==> src/rtl/traffic_timer_pkg.sv <==
// rtl/traffic_timer_pkg.sv - shared types and helpers for the phase countdown timer
package traffic_timer_pkg;

  typedef enum logic [1:0] {
    IDLE = 2'd0,
    RUN  = 2'd1,
    HOLD = 2'd2
  } timer_state_t;

  // Default lamp meaning of phase indices for a simple 3-colour intersection
  typedef enum logic [1:0] {
    PH_RED    = 2'd0,
    PH_GREEN  = 2'd1,
    PH_YELLOW = 2'd2
  } phase_color_t;

  // Phase index width; never narrower than one bit
  function automatic int phase_w(input int num_phases);
    return (num_phases <= 2) ? 1 : $clog2(num_phases);
  endfunction

endpackage

==> src/rtl/phase_duration_regfile.sv <==
// rtl/phase_duration_regfile.sv - per-phase duration registers, one write port, async read
module phase_duration_regfile
  import traffic_timer_pkg::*;
#(
  parameter int WIDTH       = 6,
  parameter int NUM_PHASES  = 4,
  parameter int DEFAULT_DUR = 10,
  parameter int PW          = phase_w(NUM_PHASES)
) (
  input  logic             clk,
  input  logic             rst_n,
  input  logic             we,
  input  logic [PW-1:0]    wr_idx,
  input  logic [WIDTH-1:0] wr_data,
  input  logic [PW-1:0]    rd_idx,
  output logic [WIDTH-1:0] rd_data
);

  logic [WIDTH-1:0] dur_q [NUM_PHASES];
  logic [WIDTH-1:0] dur_d [NUM_PHASES];

  // Write only in-range indices; out-of-range writes are dropped
  always_comb begin
    dur_d = dur_q;
    if (we && (int'(wr_idx) < NUM_PHASES)) begin
      dur_d[wr_idx] = wr_data;
    end
  end

  // Register file storage, every entry resets to the default duration
  always_ff @(posedge clk or negedge rst_n) begin
    if (!rst_n) begin
      for (int i = 0; i < NUM_PHASES; i++) begin
        dur_q[i] <= WIDTH'(DEFAULT_DUR);
      end
    end else begin
      dur_q <= dur_d;
    end
  end

  // Combinational read returns the pre-write value, so a same-cycle load sees the old duration
  always_comb begin
    rd_data = '0;
    if (int'(rd_idx) < NUM_PHASES) begin
      rd_data = dur_q[rd_idx];
    end
  end

endmodule

==> src/rtl/phase_countdown_timer.sv <==
// rtl/phase_countdown_timer.sv - multi-phase traffic-light countdown timer
module phase_countdown_timer
  import traffic_timer_pkg::*;
#(
  parameter int WIDTH       = 6,
  parameter int NUM_PHASES  = 4,
  parameter int PRE_WARN    = 3,
  parameter int DEFAULT_DUR = 10,
  parameter int PW          = phase_w(NUM_PHASES)
) (
  input  logic             clk,
  input  logic             rst_n,
  input  logic             tick,
  input  logic             start,
  input  logic             stop,
  input  logic             hold,
  input  logic             skip,
  input  logic             cfg_we,
  input  logic [PW-1:0]    cfg_idx,
  input  logic [WIDTH-1:0] cfg_data,
  output logic [PW-1:0]    phase,
  output logic [WIDTH-1:0] remaining,
  output logic             warn,
  output logic             phase_done,
  output logic             running
);

  timer_state_t     state_q, state_d;
  logic [PW-1:0]    phase_q, phase_d;
  logic [WIDTH-1:0] rem_q, rem_d;
  logic             warn_q, warn_d;
  logic             done_q, done_d;
  logic             running_q, running_d;

  logic [PW-1:0]    next_phase;
  logic [PW-1:0]    rd_idx;
  logic [WIDTH-1:0] rd_dur;
  logic [WIDTH-1:0] load_val;
  logic             phase_end;

  phase_duration_regfile #(
    .WIDTH       (WIDTH),
    .NUM_PHASES  (NUM_PHASES),
    .DEFAULT_DUR (DEFAULT_DUR),
    .PW          (PW)
  ) u_regfile (
    .clk     (clk),
    .rst_n   (rst_n),
    .we      (cfg_we),
    .wr_idx  (cfg_idx),
    .wr_data (cfg_data),
    .rd_idx  (rd_idx),
    .rd_data (rd_dur)
  );

  // Next phase index and the duration to load: phase 0 on start, else the following phase
  always_comb begin
    next_phase = (phase_q == PW'(NUM_PHASES - 1)) ? '0 : phase_q + PW'(1);
    rd_idx     = start ? '0 : next_phase;
    load_val   = (rd_dur == '0) ? WIDTH'(1) : rd_dur;
  end

  // FSM and down-counter next state; priority stop > start > skip > hold > tick
  always_comb begin
    state_d   = state_q;
    phase_d   = phase_q;
    rem_d     = rem_q;
    done_d    = 1'b0;
    phase_end = 1'b0;
    if (stop) begin
      state_d = IDLE;
      phase_d = '0;
      rem_d   = '0;
    end else if (start) begin
      state_d = RUN;
      phase_d = '0;
      rem_d   = load_val;
    end else if (state_q != IDLE) begin
      if (skip) begin
        phase_end = 1'b1;
      end else if (state_q == HOLD) begin
        if (!hold) state_d = RUN;
      end else if (hold) begin
        state_d = HOLD;
      end else if (tick) begin
        if (rem_q > WIDTH'(1)) rem_d = rem_q - WIDTH'(1);
        else                   phase_end = 1'b1;
      end
      if (phase_end) begin
        done_d  = 1'b1;
        phase_d = next_phase;
        rem_d   = load_val;
      end
    end
    running_d = (state_d != IDLE);
    warn_d    = running_d && (rem_d <= WIDTH'(PRE_WARN));
  end

  // State and registered outputs
  always_ff @(posedge clk or negedge rst_n) begin
    if (!rst_n) begin
      state_q   <= IDLE;
      phase_q   <= '0;
      rem_q     <= '0;
      warn_q    <= 1'b0;
      done_q    <= 1'b0;
      running_q <= 1'b0;
    end else begin
      state_q   <= state_d;
      phase_q   <= phase_d;
      rem_q     <= rem_d;
      warn_q    <= warn_d;
      done_q    <= done_d;
      running_q <= running_d;
    end
  end

  assign phase      = phase_q;
  assign remaining  = rem_q;
  assign warn       = warn_q;
  assign phase_done = done_q;
  assign running    = running_q;

endmodule

==> config.mk <==
export PLATFORM = sky130hd
export DESIGN_NAME = phase_countdown_timer
export DESIGN_NICKNAME = d
export VERILOG_FILES = /design/src/rtl/traffic_timer_pkg.sv /design/src/rtl/phase_duration_regfile.sv /design/src/rtl/phase_countdown_timer.sv
export SDC_FILE = /design/constraint.sdc
export NUM_CORES = 1
export LEC_CHECK = 0
export CORE_AREA = 2 2 63 65
export DETAILED_ROUTE_END_ITERATION = 10
export DIE_AREA = 0 0 65 67
export DONT_BUFFER_PORTS = 1
export PLACE_DENSITY = 0.68
export SYNTH_ARGS = -nofsm -noshare
export SYNTH_HDL_FRONTEND = slang
export SYNTH_SLANG_ARGS = --single-unit
==> constraint.sdc <==
create_clock -name clk -period 3.1 [get_ports clk]
set_clock_uncertainty 0.15 [all_clocks]
set_input_delay 0.62 -clock clk [delete_from_list [all_inputs] [get_ports clk]]
set_output_delay 0.62 -clock clk [all_outputs]
set_load 0.01 [all_outputs]
==> impl_results.md, run 1 <==
* Die footprint at 0.004355 sq mm
* Critical Path RT at 3.14 ns
* CTS Sinks at 37
* Port bufs at 0
* Worst-path maximum fanout at 6
* Gr usage total at 19.18%
* Core Area at 0.003606 sq mm
* Unique masters post-synth at 43
* Clk pwr share at 28.6%
* Mapped cell area at 0.001934 sq mm
* Antenna violations before repair at 0
* Total Power at 1.185 mW
* RSZ-0062 raised after global routing: false
* Area Overhead vs Synth at 8.668%
* Die Span X at 65 um
* Max Freq at 0.3961 GHz
* Flop2flop setup slack at 0.58 ns
* Die span in y at 67 um
* Final Net Count at 174
* Post-DP Area at 0.001972 sq mm
* Pre-CTS setup slack at 0.5413 ns
* Final TNS setup at 0 ns
* Worst EP arrival at 2.56 ns
* WL/cell at 17.99 um
* Relative slew margins at 60.50%
* Grt ovf at 0
* Num rows at 22
* Worst-path cell chain: ha_1 > nor3_4 > mux4_2 > o311ai_1 > a32oi_2 > nor4_2
* # IOs at 27
* Final min period at 2.525 ns
* Final period utilization at 81.44%
* Vias in the first global route at 1337
* Lkg Pwr at 0.8494 nW
* Sw Share at 26.15%
* Max cap viols at 0
* Final WS setup at 0.5754 ns
* CP delay by family, top: simple AND/OR/NAND/NOR gates
* EDFF count, synth at 0
* RD Place Congestion at 0.8199
* Initial core utilization at 53.64%
* CP peak stage delay at 0.59 ns
* Max Slew Vio Count at 0
* Clock slew at reported path FFs at 0.07 ns
* Post-Syn Instances at 148
* HP Class: input port to async pin
* Int Power at 0.8748 mW
* Sw power at 0.3098 mW
* Ys async rst share at 100.0%
* Actual slew at the worst max-slew pin at 0.5899 ns
* Sequential Power Share at 53.3%
* Crit Reg-Reg Startpoint: phase[0]$_DFFE_PN0P_
* Status: complete, no violations
* TritonCTS buffer count at 5
* Initial detailed-routing violation count at 62
* DR vias at 1225
* Startpoint Class: register
* Deepest clock path buffer count at 2
* Remaining antenna violation count at 0
* Largest net degree at the start of global routing at 30
* WL final at 3669 um
* First-pass GRT wire length at 6168 um
* Clk root buf: clkbuf_8
* CTS tree: built
* Worst path slowest cell: mux4_2
* Worst setup EP type: register
* # resized after CTS at 0
* Mapped Nets at 167
* FF-to-FF End: warn$_DFF_PN0_
* Setup-failing EPs final at 0
* Sequential share of the synthesized area at 48.38%
* Ys flop type: dfrtp_1
* Dpl hpwl at 2722 um
* Comb power frac at 18.1%
* Ys Warns at 0
* Total setup buffers inserted after CTS at 0
* Synth Area per Inst at 13.07 sq um
* Layout cells sized above 1 at 35.90%
* Yosys top cell by area: dfrtp_1
* Worst skew pair latency at 0.29 ns
* Drt pass-1 iters at 4
* # hold bufs at CTS at 2
* CP Buf/Inv Count at 0
* Via-per-instance ratio at 6.005
* Ant diodes at 0
* Post-route cell area at 0.002102 sq mm
* PwrDens at 563.5 mW/mm^2
* Worst setup path class: register to register
* Worst VDD drop at 0.0002837 V
* Synth Register Bits at 37
* DRC at 0
* Final hold vios at 0
* Top cells by area, synth: dfrtp_1 (38%), mux2_2 (14%), dfstp_2 (11%)
* R2R depth at 6
* Top-area cell type share of the netlist area at 37.52%
* Number of H-tree levels at 2
[synthesized netlist by cell type, drive strengths merged (2+ instances only)]
cell type,n
inv,5
nand3b,2
nand2,2
dfstp,8
xor2,3
clkbuf,2
mux2i,3
dfrtp,29
ha,3
a21oi,9
a211oi,4
o21ai,2
nor2b,3
or2,3
nor2,10
mux2,24
nand3,5
nor4,4
mux4,6
buf,2
nor3,4
[placed cells by master, fill, tap and decap left out, types with 2 or more instances in the layout]
| cell | count |
|---|---|
| a211oi_1 | 2 |
| dfrtp_1 | 29 |
| mux4_1 | 2 |
| inv_1 | 5 |
| or2_1 | 2 |
| nor2_1 | 10 |
| clkbuf_1 | 2 |
| mux2_2 | 24 |
| nor2b_1 | 3 |
| a211oi_2 | 2 |
| xor2_1 | 3 |
| nor3_1 | 3 |
| clkbuf_8 | 6 |
| nand3b_1 | 2 |
| nor4_1 | 2 |
| mux4_2 | 4 |
| dfstp_2 | 8 |
| a21oi_1 | 8 |
| dlygate4sd3_1 | 2 |
| ha_1 | 3 |
| nand3_1 | 5 |
| mux2i_1 | 3 |
| o21ai_0 | 2 |
| nand2_1 | 2 |
[how the worst max path moves through the flow]
stage          depth (start not counted)                     end            startpoint
5_1_grt                                6  remaining[0]$_DFF_PN0_  phase[0]$_DFFE_PN0P_
2_1_floorplan                          6          warn$_DFF_PN0_  phase[0]$_DFFE_PN0P_
3_5_place_dp                           6  remaining[0]$_DFF_PN0_  phase[0]$_DFFE_PN0P_
3_3_place_gp                           6  remaining[0]$_DFF_PN0_  phase[0]$_DFFE_PN0P_
6_report                               6          warn$_DFF_PN0_  phase[0]$_DFFE_PN0P_
4_1_cts                                6  remaining[0]$_DFF_PN0_  phase[0]$_DFFE_PN0P_
[final cells by class]
type / instances / area (sq um)
clock buffer: 8 / 90.09
tap: 48 / 60.06
multi-input combinational: 102 / 949.7
sequential: 37 / 935.9
fill: 314 / 1504
timing repair buffer: 4 / 47.55
inverter: 5 / 18.77
[stage by stage]
stage | std cells | util, % | hold slack, ns
3_3_place_gp | 193 | 54.68 | 0.1756
3_5_place_dp | 193 | 54.68 | 0.1754
2_1_floorplan | 148 | - | 0.1744
5_1_grt | 204 | 58.29 | 0.008850
4_1_cts | 203 | 58.02 | 0.009827
6_report | 204 | 58.29 | 0.02131
[kinds of logic after synthesis]
| family | after synthesis | synth area share [%] |
|---|---|---|
| flip-flops | 37 | 48.38 |
| AO/OA/AOI/OAI | 22 | 8.862 |
| adder cells (fa/ha/maj) | 3 | 1.941 |
| buffers and inverters | 9 | 2.523 |
| AND/OR/NAND/NOR | 40 | 13.58 |
| XOR/XNOR | 4 | 1.811 |
| multiplexers | 33 | 22.90 |
[sequential cells by signal (all words and copies together) (netlist names)]
| register | count |
|---|---|
| phase_done | 1 |
| warn | 1 |
| phase | 2 |
| running | 1 |
| state_q | 2 |
| remaining | 6 |
| u_regfile.dur_q | 24 |
[power groups by stage]
stage               clock, mW  combinational, mW  sequential [mW]
global route            0.369              0.239            0.641
CTS                     0.347              0.218            0.632
detailed placement          0              0.205            0.641
global placement            0              0.196            0.638
finish                  0.338              0.215            0.631
floorplan                   0              0.181            0.621
[per-layer routing]
layer	vias to the layer above	GRT usage [%]	share of wire (%)	routed length (um)
met4	0	6.383	1.4	51
met2	29	34.79	53	1936
met5	-	0	0	0
met3	6	5.912	6.0	220
met1	620	21.33	40	1460
li1	570	-	-	-
No activity file was read; power rests on OpenSTA's default activity.
==> inputs of run 2 (changes only) <==
Clock period 3.1 ns to 2.4 ns, I/O delays scaled along.
==> run 2 against run 1 <==
Cell count rose by 3.4%. Fmax rose by 11%. First-iteration DRC count fell by 3.2%. Cell area rose by 6.3%. Combinational power rose by 43%. Critical endpoint unchanged. Setup slack got worse by 0.46 ns. Total power rose by 47%. Critical path depth rose by 1. Sequential power rose by 28%. Largest power group unchanged. Clock-buffer cell count fell by 3. Hold slack improved by 0.079 ns.
==> impl_results.md, run 2 (same netlist as run 1, synthesis figures left out) <==
* Worst VDD drop at 0.0004931 V (was 0.0002837 V)
* Lkg Pwr at 0.9193 nW (was 0.8494 nW)
* Initial core utilization at 53.64% (unchanged)
* Worst EP arrival at 2.33 ns (was 2.56 ns)
* FF-to-FF End: warn$_DFF_PN0_ (unchanged)
* WL/cell at 17.67 um (was 17.99 um)
* CTS tree: built (unchanged)
* # fillers at 289 (was 314)
* Post-Layout Cell Count at 211 (was 204)
* Worst-path maximum fanout at 6 (unchanged)
* Commonest non-fill, non-tap cell in the layout: dfrtp_1 (unchanged)
* Actual slew at the worst max-slew pin at 0.6129 ns (was 0.5899 ns)
* First-pass GRT wire length at 6120 um (was 6168 um)
* Gr usage total at 18.98% (was 19.18%)
* Worst Setup EP: warn$_DFF_PN0_ (unchanged)
* Sw power at 0.4241 mW (was 0.3098 mW)
* Initial detailed-routing violation count at 60 (was 62)
* Status: complete, no violations (unchanged)
* Deepest clock path buffer count at 2 (unchanged)
* CTS Sinks at 37 (unchanged)
* Ant diodes at 0 (unchanged)
* RD Place Congestion at 0.7657 (was 0.8199)
* FF/Latch Area at 935.9 sq um (unchanged)
* Final core occ at 61.97% (was 58.29%)
* Number of H-tree levels at 2 (unchanged)
* Startpoint Class: register (unchanged)
* Grt ovf at 0 (unchanged)
* Pre-CTS setup slack at -0.01519 ns (was 0.5413 ns)
* R2R depth at 7 (was 6)
* Comb power frac at 17.6% (was 18.1%)
* Clk root buf: clkbuf_8 (unchanged)
* Clk pwr share at 36.0% (was 28.6%)
* Final min period at 2.284 ns (was 2.525 ns)
* Core Area at 0.003606 sq mm (unchanged)
* WL final at 3728 um (was 3669 um)
* Die footprint at 0.004355 sq mm (unchanged)
* Number of flip-flops under the largest register name at 24 (unchanged)
* Final period utilization at 95.19% (was 81.44%)
* Setup-failing EPs final at 0 (unchanged)
* Worst skew pair latency at 0.29 ns (about the same)
* Num rows at 22 (unchanged)
* TritonCTS buffer count at 5 (unchanged)
* Crit Reg-Reg Startpoint: phase[0]$_DFFE_PN0P_ (unchanged)
* Final Net Count at 181 (was 174)
* Int Power at 1.322 mW (was 0.8748 mW)
* Dpl hpwl at 2699 um (was 2722 um)
* DR vias at 1238 (was 1225)
* HP Class: input port to register (was input port to async pin)
* Final WS setup at 0.1155 ns (was 0.5754 ns)
* Sw Share at 24.29% (was 26.15%)
* DRC at 0 (unchanged)
* Reg with most FFs: u_regfile.dur_q (unchanged)
* Die span in y at 67 um (unchanged)
* Worst setup path class: register to register (unchanged)
* Via-per-instance ratio at 5.867 (was 6.005)
* Die Span X at 65 um (unchanged)
* Final hold vios at 0 (unchanged)
* Largest net degree at the start of global routing at 38 (was 30)
* Max cap viols at 0 (unchanged)
* Max Slew Vio Count at 0 (unchanged)
* Commonest cells after routing, fill and taps aside: dfrtp_1 (29), mux2_2 (24), nor2_1 (10) (unchanged)
* # IOs at 27 (unchanged)
* Sequential Power Share at 46.3% (was 53.3%)
* Drt pass-1 iters at 4 (unchanged)
* Clock slew at reported path FFs at 0.07 ns (about the same)
* Worst setup EP type: register (unchanged)
* Antenna violations before repair at 0 (unchanged)
* Relative slew margins at 58.96% (was 60.50%)
* Flop2flop setup slack at 0.12 ns (was 0.58 ns)
* Layout cells sized above 1 at 42.94% (was 35.90%)
* Port bufs at 0 (unchanged)
* Area Overhead vs Synth at 15.52% (was 8.668%)
* Critical Path RT at 2.45 ns (was 3.14 ns)
* PwrDens at 781.2 mW/mm^2 (was 563.5 mW/mm^2)
* Dpl cells at 197 (was 193)
* Multi-input combinational cell area at 975.9 sq um (was 949.7 sq um)
* Remaining antenna violation count at 0 (unchanged)
* Crit path from: phase[0]$_DFFE_PN0P_ (unchanged)
* WHS at 0.09981 ns (was 0.02131 ns)
* Max Freq at 0.4377 GHz (was 0.3961 GHz)
* Vias in the first global route at 1286 (was 1337)
==> run 2: cell count changes in the layout (fill, tap and decap cells not counted), sizes merged <==
cell	delta
dlygate4sd3	-1
clkbuf	-3
bufinv	+2
clkinv	+1
buf	+8
==> run 2: stage by stage <==
step | setup TNS (ns) | power, mW | instance area, sq um
3_5_place_dp | -0.01519 | 1.098 | 2002
4_1_cts | 0 | 1.753 | 2166
6_report | 0 | 1.746 | 2235
5_1_grt | -0.001567 | 1.836 | 2235
2_1_floorplan | 0 | 1.036 | 1934
3_3_place_gp | 0 | 1.086 | 2002
==> run 2: per-layer routing <==
layer  global-route usage, %  wire length, um  vias up
met1                   23.61             1521      608
met2                   30.93             1906       39
met3                   6.588              248        5
met4                   6.383               51        0
met5                       0                0        -
li1                        -                -      586
==> run 2: power groups by stage <==
stage | sequential, mW | combinational [mW] | clock [mW]
after global placement | 0.821 | 0.265 | 0
after detailed placement | 0.822 | 0.276 | 0
after global routing | 0.823 | 0.341 | 0.672
after CTS | 0.810 | 0.296 | 0.647
final | 0.809 | 0.307 | 0.629
after floorplan | 0.802 | 0.234 | 0
==> run 2: what timing repair did <==
action	in CTS	in global routing
buffers inserted	0	4
pin swaps	1	2
gates resized for setup	0	5
hold buffers	2	0
endpoints found under the setup margin	1	2
endpoints found under the hold margin	37	0
gates cloned	0	0
==> run 2: critical path: stages (launching register included) <==
cell      delay (ns)
dfrtp_1         0.40
ha_1            0.24
nor3_4          0.22
buf_12          0.15
mux4_2          0.53
o311ai_1        0.12
a32oi_2         0.11
nor4_2          0.26
==> run 2: worst min path at each step <==
| stage | slack (ns) | to | depth (start not counted) | from |
|---|---|---|---|---|
| after floorplan | 0.03 | phase[0]$_DFFE_PN0P_ | 0 | rst_n |
| after global placement | 0.04 | u_regfile.dur_q[18]$_DFFE_PN0P_ | 0 | rst_n |
| after detailed placement | 0.03 | u_regfile.dur_q[18]$_DFFE_PN0P_ | 0 | rst_n |
| after CTS | 0.09 | remaining[0]$_DFF_PN0_ | 1 | stop |
| after global routing | 0.08 | remaining[1]$_DFF_PN0_ | 1 | stop |
| final | 0.1 | state_q[0]$_DFF_PN0_ | 1 | stop |
==> run 2: final cells by class <==
type                       instances  share of cell area [%]
clock buffer                       5                   3.080
clock inverter                     3                   2.912
inverter                           5                  0.8399
multi-input combinational        102                   43.67
sequential                        37                   41.88
tap                               48                   2.688
timing repair buffer              11                   4.927
==> inputs of run 3 (changes only) <==
Settings changed: PLACE_DENSITY 0.68 to 0.71.
Clock period 2.4 ns to 2.1 ns, I/O delays scaled along.
==> run 3 against run 2 <==
The flow now finishes with violations (negative setup slack). Non-clock buffer count rose by 14. Clock power decreased by 23%. Sequential cell count unchanged. Fmax is 3.4% higher. Critical path type unchanged. Critical endpoint unchanged. Largest cell class unchanged. Largest power group unchanged.
==> impl_results.md, run 3 (same netlist as run 1, synthesis figures left out) <==
* M1 WL at 1607 um (was 1521 um)
* Worst path slowest cell: mux4_2 (unchanged)
* First-pass GRT wire length at 6941 um (was 6120 um)
* Die Span X at 65 um (unchanged)
* Remaining antenna violation count at 0 (unchanged)
* Commonest cells after routing, fill and taps aside: dfrtp_1 (28), mux2_2 (24), buf_4 (21) (was dfrtp_1 (29), mux2_2 (24), nor2_1 (10))
* Post-DP Area at 0.002137 sq mm (was 0.002002 sq mm)
* DR vias at 1331 (was 1238)
* Failing checks: negative setup slack
* Final period utilization at 105.2% (was 95.19%)
* Dpl hpwl at 3106 um (was 2699 um)
* WHS at 0.03039 ns (was 0.09981 ns)
* Initial detailed-routing violation count at 65 (was 60)
* Relative slew margins at 61.80% (was 58.96%)
* Max Freq at 0.4526 GHz (was 0.4377 GHz)
* Number of H-tree levels at 2 (unchanged)
* Crit Reg-Reg Startpoint: phase[0]$_DFFE_PN0P_ (unchanged)
* Status: finished, violations left (was complete, no violations)
* Lkg Pwr at 0.9591 nW (was 0.9193 nW)
* Num rows at 22 (unchanged)
* # IOs at 27 (unchanged)
* Post-route cell area at 0.002351 sq mm (was 0.002235 sq mm)
* Port bufs at 0 (unchanged)
* Final core occ at 65.20% (was 61.97%)
* Actual slew at the worst max-slew pin at 0.5705 ns (was 0.6129 ns)
* Final Net Count at 195 (was 181)
* Clock slew at reported path FFs at 0.07 ns (about the same)
* WL final at 4102 um (was 3728 um)
* Startpoint Class: register (unchanged)
* Setup-failing EPs final at 3 (was 0)
* DR top layer: met4 (unchanged)
* Critical Path RT at 2.15 ns (was 2.45 ns)
* TritonCTS buffer count at 5 (unchanged)
* Metal3 WL at 200 um (was 248 um)
* Grt ovf at 0 (unchanged)
* Area Overhead vs Synth at 21.54% (was 15.52%)
* Ant diodes at 0 (unchanged)
* Gr usage total at 21.83% (was 18.98%)
* Final min period at 2.209 ns (was 2.284 ns)
* CP peak stage delay at 0.56 ns (was 0.53 ns)
* Worst EP arrival at 2.26 ns (was 2.33 ns)
* RD Place Congestion at 0.7845 (was 0.7657)
* HP Start: stop (unchanged)
* WL/cell at 18.23 um (was 17.67 um)
* Via-per-instance ratio at 5.916 (was 5.867)
* Core Area at 0.003606 sq mm (unchanged)
* CTS tree: built (unchanged)
* Die footprint at 0.004355 sq mm (unchanged)
* Largest net degree at the start of global routing at 38 (unchanged)
* Dpl cells at 210 (was 197)
* Final hold vios at 0 (unchanged)
* CP delay by family, top: multiplexers (unchanged)
* Max Slew Vio Count at 0 (unchanged)
* Worst-path maximum fanout at 6 (unchanged)
* Layout cells sized above 1 at 51.98% (was 42.94%)
* Crit path from: phase[0]$_DFFE_PN0P_ (unchanged)
* Vias in the first global route at 1474 (was 1286)
* # fillers at 278 (was 289)
* Reg with most FFs: u_regfile.dur_q (unchanged)
* DRC at 0 (unchanged)
* Drt pass-1 iters at 4 (unchanged)
* Worst VDD drop at 0.0005922 V (was 0.0004931 V)
* Deepest clock path buffer count at 2 (unchanged)
* HP Class: input port to register (unchanged)
* Initial core utilization at 53.64% (unchanged)
* Worst setup path class: register to register (unchanged)
* PwrDens at 788.1 mW/mm^2 (was 781.2 mW/mm^2)
* Worst setup EP type: register (unchanged)
* CTS Sinks at 37 (unchanged)
* Worst-path cell chain: ha_4 > nor3_4 > buf_12 > mux4_2 > o311ai_4 > a32oi_2 > nor4_2 (was ha_1 > nor3_4 > buf_12 > mux4_2 > o311ai_1 > a32oi_2 > nor4_2)
* Number of flip-flops under the largest register name at 24 (unchanged)
* Antenna violations before repair at 0 (unchanged)
* Final WS setup at -0.1093 ns (was 0.1155 ns)
* Worst skew pair latency at 0.29 ns (about the same)
* Clk root buf: clkbuf_8 (unchanged)
* CP Buf/Inv Count at 1 (unchanged)
* Max cap viols at 0 (unchanged)
* RSZ-0062 raised after global routing: true
* Commonest non-fill, non-tap cell in the layout: dfrtp_1 (unchanged)
* Post-Layout Cell Count at 225 (was 211)
* Metal2 WL at 2223 um (was 1906 um)
* Die span in y at 67 um (unchanged)
[run 3: cell count changes in the layout (fill, tap and decap cells not counted), sizes merged]
cell / change
buf: +14
bufinv: -2
clkinv: +1
clkinvlp: +1
[run 3: path summary, 6_finish.rpt]
check / slack [ns] / end / cells after the start
setup reg to reg: -0.11 / warn$_DFF_PN0_ / 7
min in group asynchronous: 0.43 / u_regfile.dur_q[11]$_DFFE_PN0P_ / 2
hold reg to reg: 0.36 / u_regfile.dur_q[5]$_DFFE_PN0P_ / 1
max in group asynchronous: 1.11 / u_regfile.dur_q[15]$_DFFE_PN1P_ / 2
hold / removal: 0.03 / remaining[0]$_DFF_PN0_ / 1
setup / recovery: -0.11 / warn$_DFF_PN0_ / 7
[run 3: cell type report]
type                       instances  area, sq um  share of cell area, %
sequential                        37        937.1                  39.86
clock buffer                       5        68.82                  2.927
timing repair buffer              25        219.0                  9.313
tap                               48        60.06                  2.555
clock inverter                     3        17.52                 0.7451
inverter                           5        18.77                 0.7983
multi-input combinational        102         1030                  43.80
[run 3: timing repair]
action / CTS / global route
hold buffers: 2 / 0
endpoints found under the setup margin: 4 / 8
buffers inserted: 4 / 1
resized for setup: 5 / 7
pin swaps: 2 / 6
hold endpoints to repair: 37 / 0
[run 3: power by group]
| part | leakage, nW | internal, mW | switching (mW) |
|---|---|---|---|
| Clock | 0.0439 | 0.229 | 0.253 |
| Sequential | 0.444 | 0.843 | 0.0740 |
| Combinational | 0.471 | 0.253 | 0.200 |
| Total | 0.959 | 1.33 | 0.527 |
[run 3: per-stage QoR]
stage,total power [mW],TNS (ns),setup WS (ns)
after floorplan,1.191,-0.05426,-0.05012
after global placement,1.293,-0.1241,-0.06607
after detailed placement,1.323,-0.4466,-0.1957
after CTS,1.840,-0.2223,-0.1146
after global routing,1.950,-0.4755,-0.2008
final,1.853,-0.2228,-0.1093
[run 3: metal layers]
layer | up-vias | track usage, %
li1 | 612 | -
met1 | 677 | 24.00
met2 | 34 | 39.05
met3 | 8 | 6.588
met4 | 0 | 9.309
met5 | - | 0
